### src/rtl/dsp_pipe_ctrl.sv
// rtl/dsp_pipe_ctrl.sv - clock-enable/srst control for the DSP datapath pipeline
module dsp_pipe_ctrl #(
  parameter int STAGES    = 4,
  parameter int CNTW      = 4,
  parameter int FLUSH_CYC = 2
) (
  input  logic              clk,
  input  logic              reset,
  input  logic              in_valid,
  output logic              in_ready,
  output logic              out_valid,
  input  logic              out_ready,
  input  logic              drain_req,
  input  logic              flush,
  output logic [STAGES-1:0] ce,
  output logic              srst,
  output logic [STAGES-1:0] stage_valid,
  output logic [CNTW-1:0]   occupancy,
  output logic              drain_done,
  output logic              busy
);

  localparam int L = STAGES - 1;

  typedef enum logic [1:0] {RUN, DRAIN, FLUSH} state_t;

  state_t     state, state_nx;
  logic [3:0] fcnt, fcnt_nx;
  logic       full_run;
  logic       accept, out_fire;

  // A stage may advance when it or any stage downstream of it is empty.
  always_comb begin
    ce       = '0;
    full_run = 1'b1;
    for (int i = L; i >= 0; i--) begin
      full_run = full_run & stage_valid[i];
      ce[i]    = (~full_run | out_ready) & (state != FLUSH);
    end
  end

  assign in_ready  = ce[0] & (state == RUN) & ~flush;
  assign out_valid = stage_valid[L] & (state != FLUSH);
  assign accept    = in_valid & in_ready;
  assign out_fire  = out_valid & out_ready;
  assign busy      = (state != RUN) | (occupancy != '0);

  always_comb begin
    state_nx = state;
    fcnt_nx  = fcnt;
    if (flush) begin
      state_nx = FLUSH;
      fcnt_nx  = 4'(FLUSH_CYC);
    end else begin
      case (state)
        RUN:   if (drain_req) state_nx = DRAIN;
        DRAIN: if (occupancy == '0) state_nx = RUN;
        FLUSH: begin
          fcnt_nx = fcnt - 4'd1;
          if (fcnt <= 4'd1) state_nx = RUN;
        end
        default: state_nx = RUN;
      endcase
    end
  end

  always_ff @(posedge clk or posedge reset) begin
    if (reset) begin
      state       <= RUN;
      fcnt        <= 4'd0;
      srst        <= 1'b0;
      drain_done  <= 1'b0;
      stage_valid <= '0;
      occupancy   <= '0;
    end else begin
      state      <= state_nx;
      fcnt       <= fcnt_nx;
      srst       <= (state_nx == FLUSH);
      drain_done <= (state == DRAIN) && (occupancy == '0) && !flush;
      if (flush) begin
        stage_valid <= '0;
        occupancy   <= '0;
      end else begin
        if (ce[0]) stage_valid[0] <= accept;
        for (int i = 1; i < STAGES; i++) begin
          if (ce[i]) stage_valid[i] <= stage_valid[i-1];
        end
        if (accept && !out_fire) occupancy <= occupancy + CNTW'(1);
        else if (!accept && out_fire) occupancy <= occupancy - CNTW'(1);
      end
    end
  end

  occ_matches_valid: assert property (@(posedge clk) disable iff (reset)
    occupancy == CNTW'($countones(stage_valid)));

endmodule

### config.mk
export PLATFORM = sky130hd
export DESIGN_NAME = dsp_pipe_ctrl
export DESIGN_NICKNAME = d
export VERILOG_FILES = /design/src/rtl/dsp_pipe_ctrl.sv
export SDC_FILE = /design/constraint.sdc
export NUM_CORES = 1
export LEC_CHECK = 0
export ABC_AREA = 1
export BUFFER_PORTS_ARGS = -buffer_cell sky130_fd_sc_hd__buf_2
export CAP_MARGIN = 20
export CORE_AREA = 2 2 47 49
export DETAILED_ROUTE_END_ITERATION = 10
export DIE_AREA = 0 0 49 51
export PLACE_DENSITY_LB_ADDON = 0.15
export SYNTH_ARGS = -nofsm -noshare
export SYNTH_HDL_FRONTEND = slang
export SYNTH_SLANG_ARGS = --single-unit
### constraint.sdc
create_clock -name clk -period 2.1 [get_ports clk]
set_clock_uncertainty 0.15 [all_clocks]
set_input_delay 0.105 -clock clk [delete_from_list [all_inputs] [get_ports clk]]
set_output_delay 0.105 -clock clk [all_outputs]
set_load 0.005 [all_outputs]
==> impl_results.md, run 1 <==
* Status: complete, no violations
* CP Class: reg -> reg
* Vias/cell at 5.01
* Max Clk Rate at 516 MHz
* Die height at 51 um
* Port Buf Inserts at 22
* Post-synthesis async set-or-reset flop share at 1.00
* Clock H-tree levels at 1
* DP Area at 1140 sq um
* Std cell rows at 17
* I/O pin count at 23
* Peak supply drop at 0.000639 V
* Synth Area in Adders at 0.0699
* Sequential fraction of the synthesis area at 0.400
* Count leader, synth: inv_1
* Layout Nets at 149
* Min Hold Slack at 9.03 ps
* DRT iter0 DRCs at 15
* Synth Area in XOR/XNOR at 0.00874
* CP most frequent cell: nand2_1
* WL/cell at 12.5 um
* Initial core utilization at 0.486
* Leakage at 0.603 nW
* Total number of cells along the worst setup path at 11
* # setup viols final at 0
* Hold depth at 3
* Crit end category: flop
* Worst-path fanout max at 6
* Met1 Use GR at 0.214
* Die footprint at 2500 sq um
* # diodes at 0
* Commonest cells in the netlist: inv_1, dfrtp_1, nand2_1
* Drt total wl at 2.06 mm
* Gr busiest metal: met2
* Clock transition at the registers of the reported paths at 90 ps
* GRT met2 Usage at 0.342
* Final instance area at 1200 sq um
* GRT Total Usage at 0.190
* HPWL Detailed at 1.57 mm
* Largest net degree at the start of global routing at 17
* Slew headroom at 0.584
* Min Tclk post-route at 1940 ps
* Initial DRT Pass Iterations at 4
* Critical path required time at 2140 ps
* Synth Flop Type: dfrtp_1
* Total number of vias at 821
* Die X-Extent at 49 um
* Design Power at 1.33 mW
* Gate Count Post-Synth at 110
* Nature of the critical path startpoint: flop
* Netlist cell types at 31
* Slew @ Worst Pin at 623 ps
* Reg2reg setup slack at 160 ps
* Mapped Nets at 121
* Yosys top cell area share at 0.400
* Drt drc at 0
* WP buf/inv at 1
* Core ar. at 2060 sq um
* Worst-Skew Late Latency at 290 ps
* Vias in the first global route at 826
* Fin. max-slew vios at 0
* CTS Sinks at 16
* Synth Warn # at 0
* Ranking of synthesized cells by area: dfrtp_1, inv_1, nand2_1
* Final setup TNS at 0 ps
* Yosys top cell by area: dfrtp_1
* Post-route ant nets at 0
* Flops & latches, synth at 16
* Area Overhead vs Synth at 19.7%
* Number of flops mapped to enable cells by yosys at 0
* Post-synthesis mux area share at 0
* CP arrival at 1970 ps
* Reg2Reg Depth at 11
* CP delay by family, top: simple AND/OR/NAND/NOR gates
* Root Driver: clkbuf_4
* GPL Wtd Cong at 0.775
* Mapped Area at 1000 sq um
* Syn avg cell area at 9.11 sq um
* GR Layer Usage met3 at 0.0292
* Grt total ovfl at 0
* Hold crit path type: in -> reg
* Fin. Hold Viols at 0
* RSZ-0062 raised after global routing: no
* Largest family of logic cells by synthesized area: simple AND/OR/NAND/NOR gates
* Cell Chain, Critical Path: inv_2 -> nand2_4 -> nor2_8 -> nand4_4 -> ha_4 -> nand2_1 -> nand2_1 -> a31oi_2 -> nand3_1 -> nand3_1 -> nand2_1
* Placed Cells at 159
* Post-synthesis simple-gate area fraction at 0.285
* CP max stage delay at 420 ps
* CP max stage cell: dfrtp_1
* Cts bufs inserted at 3
* MaxCap Viol Count at 0
* Initial antenna violation count at 0
* Non-filler cells in the finished layout at 164
* First-pass GRT wire length at 3.52 mm
* CTS tree: built
* Post-CTS Setup Repair Bufs at 0
* Synth Area in Compound Gates at 0.142
* Share of cells above drive strength 1 at 0.353
* CTS max path bufs at 2
* Power density cells at 1110 nW/um^2
* Fin crit share at 0.922
==> cells by family (layout without fill, tap and decap cells) <==
group	count (synthesis)	after routing
AOI/OAI and AO/OA	23	23
xor gates and xnor gates	1	1
adders and majority gates	5	5
buffers and inverters	23	49
DFF	16	16
and+or+nand+nor	42	42
==> layout make-up <==
class,instances,area (sq um)
clock buffers,3,22.5
fillers,204,863
inverters,21,78.8
multi-input cells,71,526
flip-flops and latches,16,400
well taps,28,35.0
repair buffers,25,138
==> metrics by stage <==
step                worst slack, ps  utilization
floorplan                       211            -
global placement                144        0.552
detailed placement             62.3        0.552
CTS                            48.4        0.572
global route                   1.67        0.582
finish                          163        0.582
==> where the power goes <==
part | leakage (nW) | internal, mW | total (mW) | switching [mW]
clock | 0.0138 | 0.0668 | 0.164 | 0.0976
sequential | 0.206 | 0.395 | 0.482 | 0.0871
combinational | 0.383 | 0.289 | 0.687 | 0.398
total | 0.603 | 0.751 | 1.33 | 0.582
==> flip-flops by register name, summed over array words and instances, names as in the netlist <==
name and flops:
stage_valid 4, state 2, occupancy 4, srst 1, drain_done 1, fcnt 4
==> metal layers <==
metal / vias to the layer above / wire length [um]
met5: - / 0
met1: 385 / 925
met4: 0 / 52
met3: 4 / 70
li1: 419 / -
met2: 13 / 1010
==> worst reg2reg max path: stages (launching register included) <==
cell and delay (ps):
dfrtp_1 420, inv_2 100, nand2_4 70, nor2_8 120, nand4_4 190, ha_4 280
nand2_1 60, nand2_1 50, a31oi_2 170, nand3_1 100, nand3_1 70, nand2_1 50
==> repair_timing <==
| item | in CTS | in global routing |
|---|---|---|
| setup endpoints to repair | 0 | 1 |
| hold endpoints to repair | 17 | 0 |
| hold buffers | 2 | 0 |
| resized for setup | 0 | 2 |
==> layout by cell type (no fill, tap or decap), drive strengths merged <==
master and instances:
a211oi 1, a21oi 6, a31oi 1, a32o 1, buf 23, clkbuf 3
dfrtp 16, dlygate4sd3 2, fa 1, ha 4, inv 21, nand2 19
nand3 9, nand4 1, nor2 9, nor3 2, nor4 2, o21ai 12
o22ai 1, o41ai 1, xor2 1
==> worst paths after layout <==
path	end	start
max reg2reg	occupancy[3]$_DFFE_PP0P_	state[1]$_DFF_PP0_
max in group asynchronous	occupancy[3]$_DFFE_PP0P_	reset
min in group asynchronous	fcnt[2]$_DFFE_PP0P_	reset
min	stage_valid[0]$_DFFE_PP0P_	in_valid
max	occupancy[3]$_DFFE_PP0P_	state[1]$_DFF_PP0_
min reg2reg	fcnt[3]$_DFFE_PP0P_	fcnt[3]$_DFFE_PP0P_
Note: power is estimated with default switching activity, not from simulation.
==> run 2: changes to the inputs <==
--- a/config.mk
+++ b/config.mk
@@ -8,9 +8,9 @@
 export ABC_AREA = 1
 export BUFFER_PORTS_ARGS = -buffer_cell sky130_fd_sc_hd__buf_2
 export CAP_MARGIN = 20
-export CORE_AREA = 2 2 47 49
+export CORE_AREA = 2 2 50 52
 export DETAILED_ROUTE_END_ITERATION = 10
-export DIE_AREA = 0 0 49 51
+export DIE_AREA = 0 0 52 54
 export PLACE_DENSITY_LB_ADDON = 0.15
 export SYNTH_ARGS = -nofsm -noshare
 export SYNTH_HDL_FRONTEND = slang
==> constraint.sdc (replaced) <==
create_clock -name clk -period 1.7 [get_ports clk]
set_clock_uncertainty 0.15 [all_clocks]
set_input_delay 0.085 -clock clk [delete_from_list [all_inputs] [get_ports clk]]
set_output_delay 0.085 -clock clk [all_outputs]
set_load 0.005 [all_outputs]
==> run 2 against run 1 <==
Against the previous run:
- the run now ends with negative setup slack left
- largest cell class unchanged
- critical path depth is 1 higher
- power rose by 46%
- first-iteration DRC count down 6.7%
- register-to-register slack lost 300 ps
- flip-flop and latch count did not move
- cell count is 14% higher
- critical path type unchanged
- die area grew 12%
==> impl_results.md, run 2 (synthesized netlist as in run 1, its figures left out) <==
* Failing checks: negative setup slack
* RSZ-0062 raised after global routing: yes
* Peak supply drop at 0.000602 V
* Die footprint at 2810 sq um
* Drt total wl at 2.39 mm
* Min Tclk post-route at 1830 ps
* CP arrival at 1920 ps
* Hold depth at 4
* Setup ws final at -133 ps
* Final setup TNS at -233 ps
* I/O pin count at 23
* CP Class: reg -> reg
* Die height at 54 um
* Vias in the first global route at 851
* Worst-Skew Late Latency at 290 ps
* Fin. max-slew vios at 0
* Final instance area at 1420 sq um
* Fill cells at 201
* Placed Cells at 172
* Crit end category: flop
* Most common cell after layout, fill and taps aside: buf_2
* Drt drc at 0
* Hold crit path type: in -> reg
* Reg2reg setup slack at -130 ps
* DP Area at 1240 sq um
* GRT Total Usage at 0.186
* CTS Sinks at 16
* Root Driver: clkbuf_4
* Worst reg2reg path endpoint: occupancy[3]$_DFFE_PP0P_
* Status: finished with violations
* Hold Path Sink: stage_valid[3]$_DFFE_PP0P_
* Fin. Hold Viols at 0
* Share of cells above drive strength 1 at 0.471
* Non-filler cells in the finished layout at 187
* Fin crit share at 1.08
* Leakage at 0.711 nW
* CTS tree: built
* RR Startpoint: state[1]$_DFF_PP0_
* First-pass GRT wire length at 3.76 mm
* Nature of the critical path startpoint: flop
* Largest net degree at the start of global routing at 17
* Die X-Extent at 52 um
* WL/cell at 12.8 um
* Layout Nets at 170
* Post-route ant nets at 0
* CTS max path bufs at 2
* Area Overhead vs Synth at 41.3%
* MaxCap Viol Count at 0
* Hold Path Origin: out_ready
* Total number of vias at 903
* HPWL Detailed at 1.71 mm
* Slew headroom at 0.555
* Cts bufs inserted at 3
* Largest registers: fcnt x4, occupancy x4, stage_valid x4
* Core ar. at 2320 sq um
* Critical path required time at 1780 ps
* Min Hold Slack at 78.9 ps
* Clock H-tree levels at 1
* Grt total ovfl at 0
* Most frequent cells in the layout: buf_2, buf_4, inv_1, dfrtp_1, nand2_1
* # diodes at 0
* DRT iter0 DRCs at 14
* Slew @ Worst Pin at 666 ps
* Initial antenna violation count at 0
* Initial DRT Pass Iterations at 3
* Initial core utilization at 0.432
* # setup viols final at 3
* Worst setup path startpoint: state[1]$_DFF_PP0_
* Power density cells at 1370 nW/um^2
* Std cell rows at 18
* Worst-path fanout max at 4
* Port Buf Inserts at 22
* Post-layout util at 0.611
* Clock transition at the registers of the reported paths at 90 ps
* Vias/cell at 4.83
* Reg2Reg Depth at 12
* GPL Wtd Cong at 0.808
* Max Clk Rate at 545 MHz
run 2: final cells by class:
class                   instances  area (sq um)  share of cell area
inverters                      21          78.8              0.0557
well taps                      30          37.5              0.0265
repair buffers                 46           312               0.220
clock buffers                   3          22.5              0.0159
flip-flops and latches         16           400               0.283
multi-input cells              71           566               0.399
run 2: worst max-delay path by stage:
stage | end | cells after the start
after floorplan | occupancy[3]$_DFFE_PP0P_ | 11
after global placement | occupancy[3]$_DFFE_PP0P_ | 11
after detailed placement | occupancy[3]$_DFFE_PP0P_ | 12
after CTS | occupancy[3]$_DFFE_PP0P_ | 12
after global routing | occupancy[3]$_DFFE_PP0P_ | 12
final | occupancy[3]$_DFFE_PP0P_ | 12
run 2: power breakdown:
group,switching (mW),internal [mW],leakage (nW)
Clock,0.122,0.0824,0.0138
Sequential,0.104,0.488,0.206
Combinational,0.589,0.560,0.492
run 2: critical path: stages (launching register included):
cell and delay, ps:
dfrtp_1 420, inv_2 90, nand2_4 70, nor2_8 110, nand4_4 120, ha_4 260, nand2_2 70, nand2_2 50
a31oi_2 160, inv_1 60, nand3_1 80, nand3_1 70, nand2_1 60
run 2: timing repair:
item                                    CTS  global route
hold endpoints to repair                 17             0
setup buffers                             7             3
hold buffers                              2             0
endpoints found under the setup margin    3             8
pin swaps                                 5             3
resized for setup                         2             9
run 2: per-layer routing:
layer	share of wire	up-vias	global-route usage
met5	0	-	0
met4	0.014	0	0.0965
met3	0.027	4	0.0250
met2	0.54	14	0.333
met1	0.42	430	0.216
li1	-	455	-
run 2: metrics by stage:
| stage | setup slack, ps | total power [mW] |
|---|---|---|
| after floorplan | -95.9 | 1.17 |
| after global placement | -78.9 | 1.50 |
| after detailed placement | -151 | 1.53 |
| after CTS | -134 | 1.82 |
| after global routing | -252 | 2.12 |
| final | -133 | 1.95 |
